`config.mk`:
```
export PLATFORM = sky130hd
export DESIGN_NAME = usr_cmd_sequencer
export DESIGN_NICKNAME = d
export VERILOG_FILES = /design/src/rtl/usr_cmd_sequencer.sv
export SDC_FILE = /design/constraint.sdc
export NUM_CORES = 1
export LEC_CHECK = 0
export BUFFER_PORTS_ARGS = -buffer_cell sky130_fd_sc_hd__buf_2
export CORE_MARGIN = 2
export CORE_UTILIZATION = 50
export CTS_CLUSTER_DIAMETER = 30
export DETAILED_ROUTE_END_ITERATION = 16
export HOLD_SLACK_MARGIN = 0.05
export PLACE_DENSITY = 0.83
export SLEW_MARGIN = 25
export SYNTH_ARGS = -nofsm -noshare
export SYNTH_HDL_FRONTEND = slang
export SYNTH_SLANG_ARGS = --single-unit
export TNS_END_PERCENT = 30
```
`constraint.sdc`:
```
create_clock -name clk -period 4.1 [get_ports clk]
set_input_delay 0.205 -clock clk [delete_from_list [all_inputs] [get_ports clk]]
set_output_delay 0.205 -clock clk [all_outputs]
set_load 0.02 [all_outputs]
```
`src/rtl/usr_cmd_sequencer.sv`:
```
`default_nettype none
// ============================================================================
// Module  : usr_cmd_sequencer
// Purpose : Queues shift-register commands and issues one per tick slot,
//           tracking the downstream register contents in shadow_q.
// Revision: 1.0 - initial release
// ============================================================================
module usr_cmd_sequencer #(
    parameter int DEPTH    = 4,
    parameter int TICK_DIV = 4
) (
    input  logic                     clk,
    input  logic                     rst,
    input  logic                     cmd_valid,
    output logic                     cmd_ready,
    input  logic [1:0]               cmd_mode,
    input  logic [3:0]               cmd_data,
    input  logic                     cmd_si,
    output logic [1:0]               M,
    output logic [3:0]               D,
    output logic                     SI,
    output logic                     issue,
    output logic [$clog2(DEPTH):0]   fifo_count,
    output logic [3:0]               shadow_q
);

    localparam int AW = $clog2(DEPTH);
    localparam int TW = (TICK_DIV > 1) ? $clog2(TICK_DIV) : 1;
    localparam logic [AW:0]   C_DEPTH    = (AW + 1)'(DEPTH);
    localparam logic [TW-1:0] C_TICK_MAX = TW'(TICK_DIV - 1);

    logic [6:0]    r_mem [DEPTH];
    logic [AW-1:0] r_wr_ptr;
    logic [AW-1:0] r_rd_ptr;
    logic [AW:0]   r_count;
    logic [TW-1:0] r_tick;
    logic [1:0]    r_m;
    logic [3:0]    r_d;
    logic          r_si;
    logic          r_issue;
    logic [3:0]    r_shadow;

    logic          w_tick;
    logic          w_push;
    logic          w_pop;
    logic [6:0]    w_head;

    // Readiness looks only at the registered count so it never waits on a pop.
    assign cmd_ready = (r_count < C_DEPTH) && !rst;
    assign w_tick    = (r_tick == C_TICK_MAX);
    assign w_push    = cmd_valid && cmd_ready;
    assign w_pop     = w_tick && (r_count != '0);
    assign w_head    = r_mem[r_rd_ptr];

    always_ff @(posedge clk) begin
        if (w_push) begin
            r_mem[r_wr_ptr] <= {cmd_mode, cmd_data, cmd_si};
        end
    end

    always_ff @(posedge clk) begin
        if (rst) begin
            r_wr_ptr <= '0;
            r_rd_ptr <= '0;
            r_count  <= '0;
            r_tick   <= '0;
        end else begin
            r_tick <= w_tick ? '0 : r_tick + TW'(1);
            if (w_push) begin
                r_wr_ptr <= r_wr_ptr + AW'(1);
            end
            if (w_pop) begin
                r_rd_ptr <= r_rd_ptr + AW'(1);
            end
            case ({w_push, w_pop})
                2'b10:   r_count <= r_count + (AW + 1)'(1);
                2'b01:   r_count <= r_count - (AW + 1)'(1);
                default: r_count <= r_count;
            endcase
        end
    end

    // Issue bus is zero outside the single cycle that follows a pop.
    always_ff @(posedge clk) begin
        if (rst || !w_pop) begin
            r_m     <= 2'b00;
            r_d     <= 4'b0000;
            r_si    <= 1'b0;
            r_issue <= 1'b0;
        end else begin
            r_m     <= w_head[6:5];
            r_d     <= w_head[4:1];
            r_si    <= w_head[0];
            r_issue <= 1'b1;
        end
    end

    always_ff @(posedge clk) begin
        if (rst) begin
            r_shadow <= 4'b0000;
        end else if (r_issue) begin
            case (r_m)
                2'b01:   r_shadow <= r_d;
                2'b10:   r_shadow <= {r_shadow[2:0], r_shadow[3]};
                2'b11:   r_shadow <= {r_si, r_shadow[3:1]};
                default: r_shadow <= r_shadow;
            endcase
        end
    end

    assign M          = r_m;
    assign D          = r_d;
    assign SI         = r_si;
    assign issue      = r_issue;
    assign fifo_count = r_count;
    assign shadow_q   = r_shadow;

endmodule
`default_nettype wire

```
==> impl_metrics.sql <==
INSERT INTO impl_metrics (metric_group, metric, value, unit) VALUES
('place', 'dpl_cell_area', '2090', 'um2'),
('setup_path', 'nature_of_the_critical_path_startpoint', 'flip-flop', ''),
('yosys', 'synth_area', '1940', 'um2'),
('die', 'top_level_ports', '26', ''),
('pwr', 'power_density', '401', 'nW/um2'),
('routing', 'detailedRoute.firstIterationViolations', '37', ''),
('cts', 'post_cts_resized', '0', ''),
('timing', 'max_freq', '0.453', 'GHz'),
('cts', 'htreeDepth', '2', ''),
('final_layout', 'areaGrowthSynthToFinish', '12.7', '%'),
('cts', 'cts_buffer_depth', '2', ''),
('yosys', 'dominant_register_cell_in_the_synthesized_netlist', 'edfxtp_1', ''),
('yosys', 'synth_top_cell_by_area', 'edfxtp_1', ''),
('routing', 'drt_pre_antenna_iters', '4', ''),
('place', 'place_ws', '1910', 'ps'),
('global_routing', 'grt_overflow_total', '0', ''),
('routing', 'detail_route.wirelength', '3110', 'um'),
('routing', 'post_drt_wl_per_cell', '15.1', 'um'),
('final_layout', 'antenna-diode-count', '0', ''),
('pwr', 'peakVddDrop', '0.316', 'mV'),
('worst_hold_path', 'timing.hold.worst_endpoint', 'r_mem[3][4]$_DFFE_PP_', ''),
('yosys', 'post_synth_edffs', '28', ''),
('pwr', 'finalPower', '0.879', 'mW'),
('cts', 'cts_inserted_buffers', '5', ''),
('pwr', 'leakagePower', '0.831', 'nW'),
('die', 'die_x', '66.3', 'um'),
('yosys', 'netlist_instances', '130', ''),
('cts', 'cts_sinks', '49', ''),
('final_layout', 'fillers', '295', ''),
('setup_path', 'critical_path.reg2reg.startpoint', 'r_tick[0]$_SDFF_PP0_', ''),
('yosys', 'mappedNetlistNets', '147', ''),
('worst_hold_path', 'hold_path_class', 'in2reg', ''),
('timing', 'final-hold-violation-count', '0', ''),
('global_routing', 'grt_pass1_vias', '1127', ''),
('run', 'cap_viol_max_count', '0', ''),
('cts', 'clock-root-buffer', 'clkbuf_8', ''),
('run_status', 'status', 'completed', ''),
('setup_path', 'timing.critical_path.arrival', '2430', 'ps'),
('worst_hold_path', 'worst_hold_path.num_cells', '1', ''),
('place', 'io_buffers', '25', ''),
('die', 'core-area', '3690', 'um2'),
('setup_path', 'regToRegSetupSlack', '1890', 'ps'),
('routing', 'post_drt_via_cell_ratio', '5.28', ''),
('setup_path', 'cp_data_required_time', '4320', 'ps'),
('die', 'initial_core_util', '52.6', '%'),
('cts', 'cts_tree', 'yes', ''),
('setup_path', 'r2r.worst_path.cells', '9', ''),
('yosys', 'synth-seq-area-share', '64.9', '%'),
('die', 'floorplan.die_area', '4400', 'um2'),
('global_routing', 'grt.total_usage', '17.1', '%'),
('timing', 'layout_worst_path_cycle_share', '53.8', '%'),
('final_layout', 'fin_cells', '206', ''),
('routing', 'final_antenna_net_count', '0', ''),
('setup_path', 'setup.worst_path.end_class', 'flip-flop', ''),
('cts', 'clk_pin_slew', '80', 'ps'),
('place', 'placed_cells', '198', ''),
('timing', 'tns', '0', 'ps'),
('timing', 'final.min_clock_period', '2210', 'ps'),
('routing', 'route.vias.total', '1087', ''),
('setup_path', 'crit_fanout', '4', ''),
('timing', 'timing_max_transition_violations_final', '0', ''),
('yosys', 'ys_ff_latch', '49', ''),
('timing', 'finClkSkew', '4.73', 'ps'),
('global_routing', 'grt_first_pass_wirelength', '5340', 'um'),
('cts', 'hold_buf_cts', '0', ''),
('final_layout', 'fin_area', '2190', 'um2'),
('final_layout', 'layout.nets', '174', ''),
('timing', 'worst-slew-pin-transition', '587', 'ps'),
('setup_path', 'timing.setup.critical_path_class', 'reg2reg', ''),
('final_layout', 'utilization', '59.3', '%'),
('yosys', 'synth_warnings', '0', '');
==> sequential cells by signal, summed over array words and instances, names as in the netlist <==
register    flops
M               2
issue           1
SI              1
r_mem          28
D               4
r_wr_ptr        2
r_rd_ptr        2
r_tick          2
fifo_count      3
shadow_q        4
==> where the power goes <==
group | internal (mW) | total (mW) | leakage, nW | switching [mW]
logic | 0.0225 | 0.0503 | 0.355 | 0.0279
registers | 0.533 | 0.542 | 0.425 | 0.00847
clock network | 0.137 | 0.287 | 0.0512 | 0.150
==> cell type report <==
cell class	instances	area, um2	area share, %
Sequential cell	49	1260	57.6
Multi-Input combinational cell	68	616	28.1
Timing Repair Buffer	25	125	5.72
Clock buffer	6	82.6	3.77
Tap cell	48	60.1	2.74
Inverter	8	30.0	1.37
Clock inverter	2	13.8	0.629
==> routing by layer <==
layer	vias to the layer above	part of all wire (%)	global-route usage, %
li1	518	-	-
met1	532	41	19.1
met2	29	53	29.8
met3	8	4.2	4.26
met4	0	2.1	9.44
met5	-	0	0
==> worst max-delay path by stage <==
stage	endpoint	slack [ps]	cells past startpoint
after floorplan	fifo_count[2]$_SDFFE_PP0P_	2030	8
after global placement	fifo_count[2]$_SDFFE_PP0P_	2070	9
after detailed placement	fifo_count[2]$_SDFFE_PP0P_	1910	9
after CTS	fifo_count[2]$_SDFFE_PP0P_	1880	9
after global routing	fifo_count[2]$_SDFFE_PP0P_	1780	9
final	fifo_count[2]$_SDFFE_PP0P_	1890	9
==> worst max-delay path: stages, from the launching register on <==
cell	delay, ps
dfxtp_1	340
ha_1	230
o31ai_2	120
inv_1	80
ha_1	180
inv_1	60
fa_1	380
xor2_1	170
or3_2	410
a21oi_1	160
==> cells by family after synthesis <==
logic type                 after synthesis  share of synthesized area, %
muxes                                   11                          10.4
xor gates and xnor gates                 5                          2.26
adders and majority gates                7                          4.90
buffers and inverters                   13                          3.35
AOI/OAI and AO/OA                       11                          3.93
DFF                                     49                          64.9
and+or+nand+nor                         34                          10.2
==> synth_stat cells (2+ instances only) <==
| cell type | n |
|---|---|
| a21oi_1 | 2 |
| and2_1 | 4 |
| buf_6 | 2 |
| dfxtp_1 | 21 |
| edfxtp_1 | 28 |
| ha_1 | 6 |
| inv_1 | 8 |
| mux2_2 | 4 |
| mux4_2 | 7 |
| nand2_1 | 2 |
| nor2_1 | 11 |
| nor2b_1 | 6 |
| nor3_1 | 5 |
| o22ai_1 | 4 |
| xor2_1 | 4 |
==> layout by cell type, fill, tap and decap left out, drive strengths merged <==
| cell type | instances |
|---|---|
| buf | 25 |
| mux2 | 4 |
| o22ai | 4 |
| or2 | 1 |
| o311ai | 1 |
| dfxtp | 21 |
| nor2 | 11 |
| o31ai | 2 |
| xnor2 | 1 |
| nor3 | 5 |
| mux4 | 7 |
| clkinv | 2 |
| clkbuf | 6 |
| xor2 | 4 |
| nor2b | 7 |
| nand2 | 2 |
| nand3b | 1 |
| or3 | 1 |
| o21a | 1 |
| fa | 1 |
| ha | 6 |
| nor3b | 2 |
| a21oi | 2 |
| and2 | 4 |
| edfxtp | 28 |
| o21ai | 1 |
| inv | 8 |
(Power assumes the default switching activity.)
